**src/rtl/div_if.sv**
```systemverilog
// Start/busy/done handshake between the execute-stage control unit and the divider.
interface div_if;
  logic        Start;
  logic [1:0]  DivOp;
  logic [31:0] A;
  logic [31:0] B;
  logic [31:0] Result;
  logic        Busy;
  logic        Done;
  logic        DivByZero;

  modport master (
    output Start, DivOp, A, B,
    input  Result, Busy, Done, DivByZero
  );

  modport slave (
    input  Start, DivOp, A, B,
    output Result, Busy, Done, DivByZero
  );
endinterface

```
**src/rtl/div_unit.sv**
```systemverilog
// RV32M DIV/DIVU/REM/REMU: radix-2 restoring divider, one quotient bit per clock,
// with sign fix-up and RISC-V divide-by-zero / signed-overflow handling.
module div_unit (
  input logic  clk,
  input logic  rst,
  div_if.slave bus
);
  typedef enum logic [1:0] {IDLE = 2'd0, CALC = 2'd1, DONE = 2'd2} state_t;

  state_t      state, state_nxt;
  logic [4:0]  cnt;
  logic [31:0] rem_q, quo_q, dsr_q;
  logic        op_rem, neg_q, neg_r, dbz;

  logic        accept, sgn_op, b_zero, ovf, special;
  logic [31:0] special_res;
  logic [32:0] rem_sh, trial;
  logic [31:0] rem_nxt, quo_nxt, final_res;

  function automatic logic [31:0] magnitude(input logic signed [31:0] v, input logic sgn);
    return (sgn && (v < 0)) ? 32'(-v) : 32'(v);
  endfunction

  function automatic logic [31:0] apply_sign(input logic [31:0] mag, input logic neg);
    logic signed [31:0] s;
    s = mag;
    return neg ? 32'(-s) : mag;
  endfunction

  assign accept  = bus.Start && (state != CALC);
  assign sgn_op  = ~bus.DivOp[0];
  assign b_zero  = (bus.B == 32'd0);
  assign ovf     = sgn_op && (bus.A == 32'h8000_0000) && (bus.B == 32'hFFFF_FFFF);
  assign special = b_zero || ovf;

  always_comb begin
    special_res = 32'd0;
    if (b_zero)
      special_res = bus.DivOp[1] ? bus.A : 32'hFFFF_FFFF;
    else if (ovf)
      special_res = bus.DivOp[1] ? 32'd0 : 32'h8000_0000;
  end

  // Iteration: shift the next dividend bit into the remainder, trial-subtract, restore on borrow.
  assign rem_sh    = {rem_q, quo_q[31]};
  assign trial     = rem_sh - {1'b0, dsr_q};
  assign rem_nxt   = trial[32] ? rem_sh[31:0] : trial[31:0];
  assign quo_nxt   = {quo_q[30:0], ~trial[32]};
  assign final_res = op_rem ? apply_sign(rem_nxt, neg_r) : apply_sign(quo_nxt, neg_q);

  always_ff @(posedge clk or negedge rst) begin
    if (!rst) state <= IDLE;
    else      state <= state_nxt;
  end

  always_comb begin
    state_nxt = state;
    if (accept) begin
      state_nxt = special ? DONE : CALC;
    end else begin
      case (state)
        CALC:    if (cnt == 5'd0) state_nxt = DONE;
        DONE:    state_nxt = IDLE;
        default: state_nxt = IDLE;
      endcase
    end
  end

  always_ff @(posedge clk or negedge rst) begin
    if (!rst) begin
      cnt        <= 5'd0;
      rem_q      <= 32'd0;
      quo_q      <= 32'd0;
      dsr_q      <= 32'd0;
      op_rem     <= 1'b0;
      neg_q      <= 1'b0;
      neg_r      <= 1'b0;
      dbz        <= 1'b0;
      bus.Result <= 32'd0;
    end else if (accept) begin
      cnt    <= 5'd31;
      rem_q  <= 32'd0;
      quo_q  <= magnitude(bus.A, sgn_op);
      dsr_q  <= magnitude(bus.B, sgn_op);
      op_rem <= bus.DivOp[1];
      neg_q  <= sgn_op && (bus.A[31] ^ bus.B[31]);
      neg_r  <= sgn_op && bus.A[31];
      dbz    <= b_zero;
      if (special) bus.Result <= special_res;
    end else if (state == CALC) begin
      cnt   <= cnt - 5'd1;
      rem_q <= rem_nxt;
      quo_q <= quo_nxt;
      if (cnt == 5'd0) bus.Result <= final_res;
    end
  end

  assign bus.Busy      = (state == CALC);
  assign bus.Done      = (state == DONE);
  assign bus.DivByZero = (state == DONE) && dbz;
endmodule

```
**src/flat_wrapper.sv**
```systemverilog
// flat-port wrapper written by rule: the top's interface ports become plain ports
module div_unit_flat 
  (clk, rst, bus_Start, bus_DivOp, bus_A, bus_B, bus_Result, bus_Busy, bus_Done, bus_DivByZero);
  div_if bus_i ();
  input logic clk;
  input logic rst;
  input wire logic [$bits(bus_i.Start)-1:0] bus_Start;
  input wire logic [$bits(bus_i.DivOp)-1:0] bus_DivOp;
  input wire logic [$bits(bus_i.A)-1:0] bus_A;
  input wire logic [$bits(bus_i.B)-1:0] bus_B;
  output wire logic [$bits(bus_i.Result)-1:0] bus_Result;
  output wire logic [$bits(bus_i.Busy)-1:0] bus_Busy;
  output wire logic [$bits(bus_i.Done)-1:0] bus_Done;
  output wire logic [$bits(bus_i.DivByZero)-1:0] bus_DivByZero;
  assign bus_i.Start = bus_Start;
  assign bus_i.DivOp = bus_DivOp;
  assign bus_i.A = bus_A;
  assign bus_i.B = bus_B;
  assign bus_Result = bus_i.Result;
  assign bus_Busy = bus_i.Busy;
  assign bus_Done = bus_i.Done;
  assign bus_DivByZero = bus_i.DivByZero;
  div_unit u_core (.clk(clk), .rst(rst), .bus(bus_i));
endmodule
```
**config.mk**
```make
export PLATFORM = sky130hd
export DESIGN_NAME = div_unit_flat
export DESIGN_NICKNAME = d
export VERILOG_FILES = /design/src/rtl/div_if.sv /design/src/rtl/div_unit.sv /design/src/flat_wrapper.sv
export SDC_FILE = /design/constraint.sdc
export NUM_CORES = 1
export LEC_CHECK = 0
export BUFFER_PORTS_ARGS = -buffer_cell sky130_fd_sc_hd__buf_4
export CORE_MARGIN = 3
export CORE_UTILIZATION = 50
export CTS_BUF_LIST = sky130_fd_sc_hd__clkbuf_8
export CTS_CLUSTER_DIAMETER = 200
export DETAILED_ROUTE_END_ITERATION = 8
export MAX_ROUTING_LAYER = met4
export PLACE_DENSITY = 0.71
export SYNTH_ARGS = -nofsm -noshare
export SYNTH_HDL_FRONTEND = slang
export SYNTH_SLANG_ARGS = --single-unit
```
**constraint.sdc**
```tcl
create_clock -name clk -period 5.1 [get_ports clk]
set_input_delay 1.02 -clock clk [delete_from_list [all_inputs] [get_ports clk]]
set_output_delay 1.02 -clock clk [all_outputs]
set_load 0.02 [all_outputs]
```
==> results.cfg <==
[critical_path]
criticalPathCategory = reg -> reg
cp_slowest_cell = or4_4
startpoint_type = flip-flop
r2r_slack_ns = 0.22
required_ns = 5.45
worst-path-max-fanout = 7
arrival_ns = 5.23
end_kind = flip-flop
slowest_delay_ns = 0.55
worstPathCellList = ha_1, a21oi_1, nand2_1, o21a_2, o21a_1, a211oi_4, nor2_4, inv_4, ha_1, or2b_2, or4_4, or4_4, or3_4, o31ai_4, xor2_1, o21ai_0, a21oi_1, o31ai_1

[detailed_routing]
drt_first_pass_iters = 7
vias = 12239
totalWireLength_mm = 41.76
drt_iter0_markers = 1547
viasPerCell = 6.319
ant_nets = 0
wl_per_cell_um = 21.56
drc_errors = 0

[synthesis]
syn-instance-count = 1531
synthTopCellsByArea = dfrtp_1 (29%), o21ai_0 (9.5%), nand2_1 (6.3%)
synth_area_sq_um = 11860
synth-edff-count = 0
ys_seq_elements = 139
synth_cell_types = 90
synth_top_area_share_pct = 29.34
synth.yosys.seq_area_share_pct = 29.34
synth.avg_cell_area_sq_um = 7.744
ys_warn_count = 0
synth_top_area_cell = dfrtp_1
synth_flop_cell = dfrtp_1
synthesis.nets = 1640
async_flop_share_pct = 100.0
synth.top_cells.by_count = o21ai_0 (225), nand2_1 (198), dfrtp_1 (139)
synth.most_common_cell = o21ai_0

[clocking]
numCtsBuffers = 17
clockBufferDepth = 2
clkTransAtPathRegs_ns = 0.09
insertion_delay_ns = 0.47
cts.sinks = 139
cts-root-buf = clkbuf_8
cts_hold_buf = 0
htree_levels = 4
cts_tree = built

[floorplanning]
dieHeight_um = 160.0
ios = 104
die_w_um = 160.0
rows = 55
dieArea_sq_um = 25600
core_area_sq_um = 22980
initial_core_util_pct = 51.58

[timing]
report.final.hold_viol_count = 0
hold_slack_ns = 0.4826
setup_viol = 0
fin_worst_skew_ns = 0.01097
setup_tns_ns = 0
min_period_over_period_pct = 95.61
worst_slew_pin_slew_ns = 1.083
min_period_ns = 4.876
grt_setup_unrepaired = no
slew_violations = 0
fmax_mhz = 205.1
maxSlewHeadroom_pct = 27.83

[global_route]
grt_pass1_wl_mm = 65.56
grt_max_degree = 68
grt_antenna_before_repair = 2
grt_overflow = 0
grt_usage_pct = 33.04
first_global_vias = 11266

[final_layout]
nets = 1720
drive_gt1_share_pct = 13.98
final-seq-area_sq_um = 3478
fillCellCount = 2290
postLayoutCoreUtil_pct = 58.31
antenna_cells = 0
area_growth_pct = 13.03
multi_input_area_sq_um = 7826

[status]
outcome = finished clean

[run]
cap_violations = 0

[placed_design]
dp_hpwl_mm = 32.22
portBuffers = 103
globalplace.congestion = 1.091

[min_path]
hold_path_class = reg -> reg
[registers in the layout, summed over array words and instances, names as in the netlist]
name,count
u_core.dbz,1
u_core.dsr_q,32
u_core.op_rem,1
u_core.bus.Result,32
u_core.rem_q,32
u_core.quo_q,32
u_core.state,2
u_core.neg_q,1
u_core.cnt,5
u_core.neg_r,1
[repair_timing]
item | CTS | global route
hold endpoints to repair | 0 | 0
endpoints found under the setup margin | 0 | 5
gates resized for setup | 0 | 14
buffers inserted | 0 | 2
[metal layers]
| layer | share of wire [%] | global-route usage [%] | wire length, um |
|---|---|---|---|
| met4 | 2.4 | 8.087 | 994 |
| met3 | 10 | 8.042 | 4201 |
| met1 | 45 | 47.18 | 18650 |
| met2 | 43 | 47.16 | 17910 |
| met5 | 0 | - | 0 |
[worst max-delay path, delay by kind of cell (launching register included)]
family,cells,cell delay [ns]
and+or+nand+nor,6,1.90
buffers and inverters,1,0.10
xor gates and xnor gates,1,0.15
DFF,1,0.43
adders and majority gates,2,0.57
AOI/OAI and AO/OA,8,1.62
[placed cells by master, fill, tap and decap left out, drive strengths merged, types with 7 or more instances in the layout]
| cell | n |
|---|---|
| a211o | 7 |
| xnor2 | 69 |
| nand2 | 198 |
| and3 | 9 |
| a31oi | 22 |
| dfrtp | 139 |
| o31ai | 32 |
| o21a | 9 |
| nand2b | 19 |
| a21oi | 92 |
| o21ai | 235 |
| mux2i | 28 |
| or4 | 16 |
| a211oi | 12 |
| or3 | 37 |
| xor2 | 54 |
| inv | 66 |
| o211ai | 30 |
| nor2 | 101 |
| and2 | 10 |
| buf | 145 |
| nand4 | 15 |
| clkbuf | 17 |
| nand3 | 21 |
| a2111oi | 7 |
| a21o | 12 |
| nand3b | 33 |
| nor4 | 23 |
| a21boi | 7 |
| o41ai | 12 |
| nor3 | 27 |
| ha | 39 |
[cell type report]
class | count | share of cell area (%)
Inverter | 59 | 1.671
Multi-Input combinational cell | 1249 | 58.40
Tap cell | 313 | 2.922
Sequential cell | 139 | 25.95
Timing Repair Buffer | 145 | 8.151
Clock inverter | 15 | 1.158
Clock buffer | 17 | 1.746
[metrics by stage]
| step | worst slack, ns | area, sq um | cells |
|---|---|---|---|
| floorplan | 0.009766 | 11870 | 1531 |
| global placement | 0.1853 | 12950 | 1903 |
| detailed placement | 0.07825 | 12950 | 1903 |
| CTS | 0.005512 | 13340 | 1935 |
| global route | 0.01050 | 13400 | 1937 |
| finish | 0.2240 | 13400 | 1937 |
[worst paths after layout]
check,startpoint,end,depth (start not counted)
max reg2reg,u_core.rem_q[4],u_core.bus.Result[26],18
max in group asynchronous,rst,u_core.bus.Result[6],2
max,u_core.rem_q[4],u_core.bus.Result[26],18
min in group asynchronous,rst,u_core.dsr_q[24],1
min,u_core.dbz,u_core.dbz,2
min reg2reg,u_core.dbz,u_core.dbz,2
[logic make-up (layout without fill, tap and decap cells)]
logic type	count (synthesis)	after routing	synth area share, %
buffers and inverters	143	236	5.255
adders and majority gates	40	40	4.285
AOI/OAI and AO/OA	517	517	26.52
muxes	33	33	2.839
DFF	139	139	29.34
xor gates and xnor gates	123	123	9.086
and+or+nand+nor	536	536	22.68
Power is left out: the tool's default activity adds up to more than one toggle a clock period on the data nets, which glitch-free logic cannot reach.
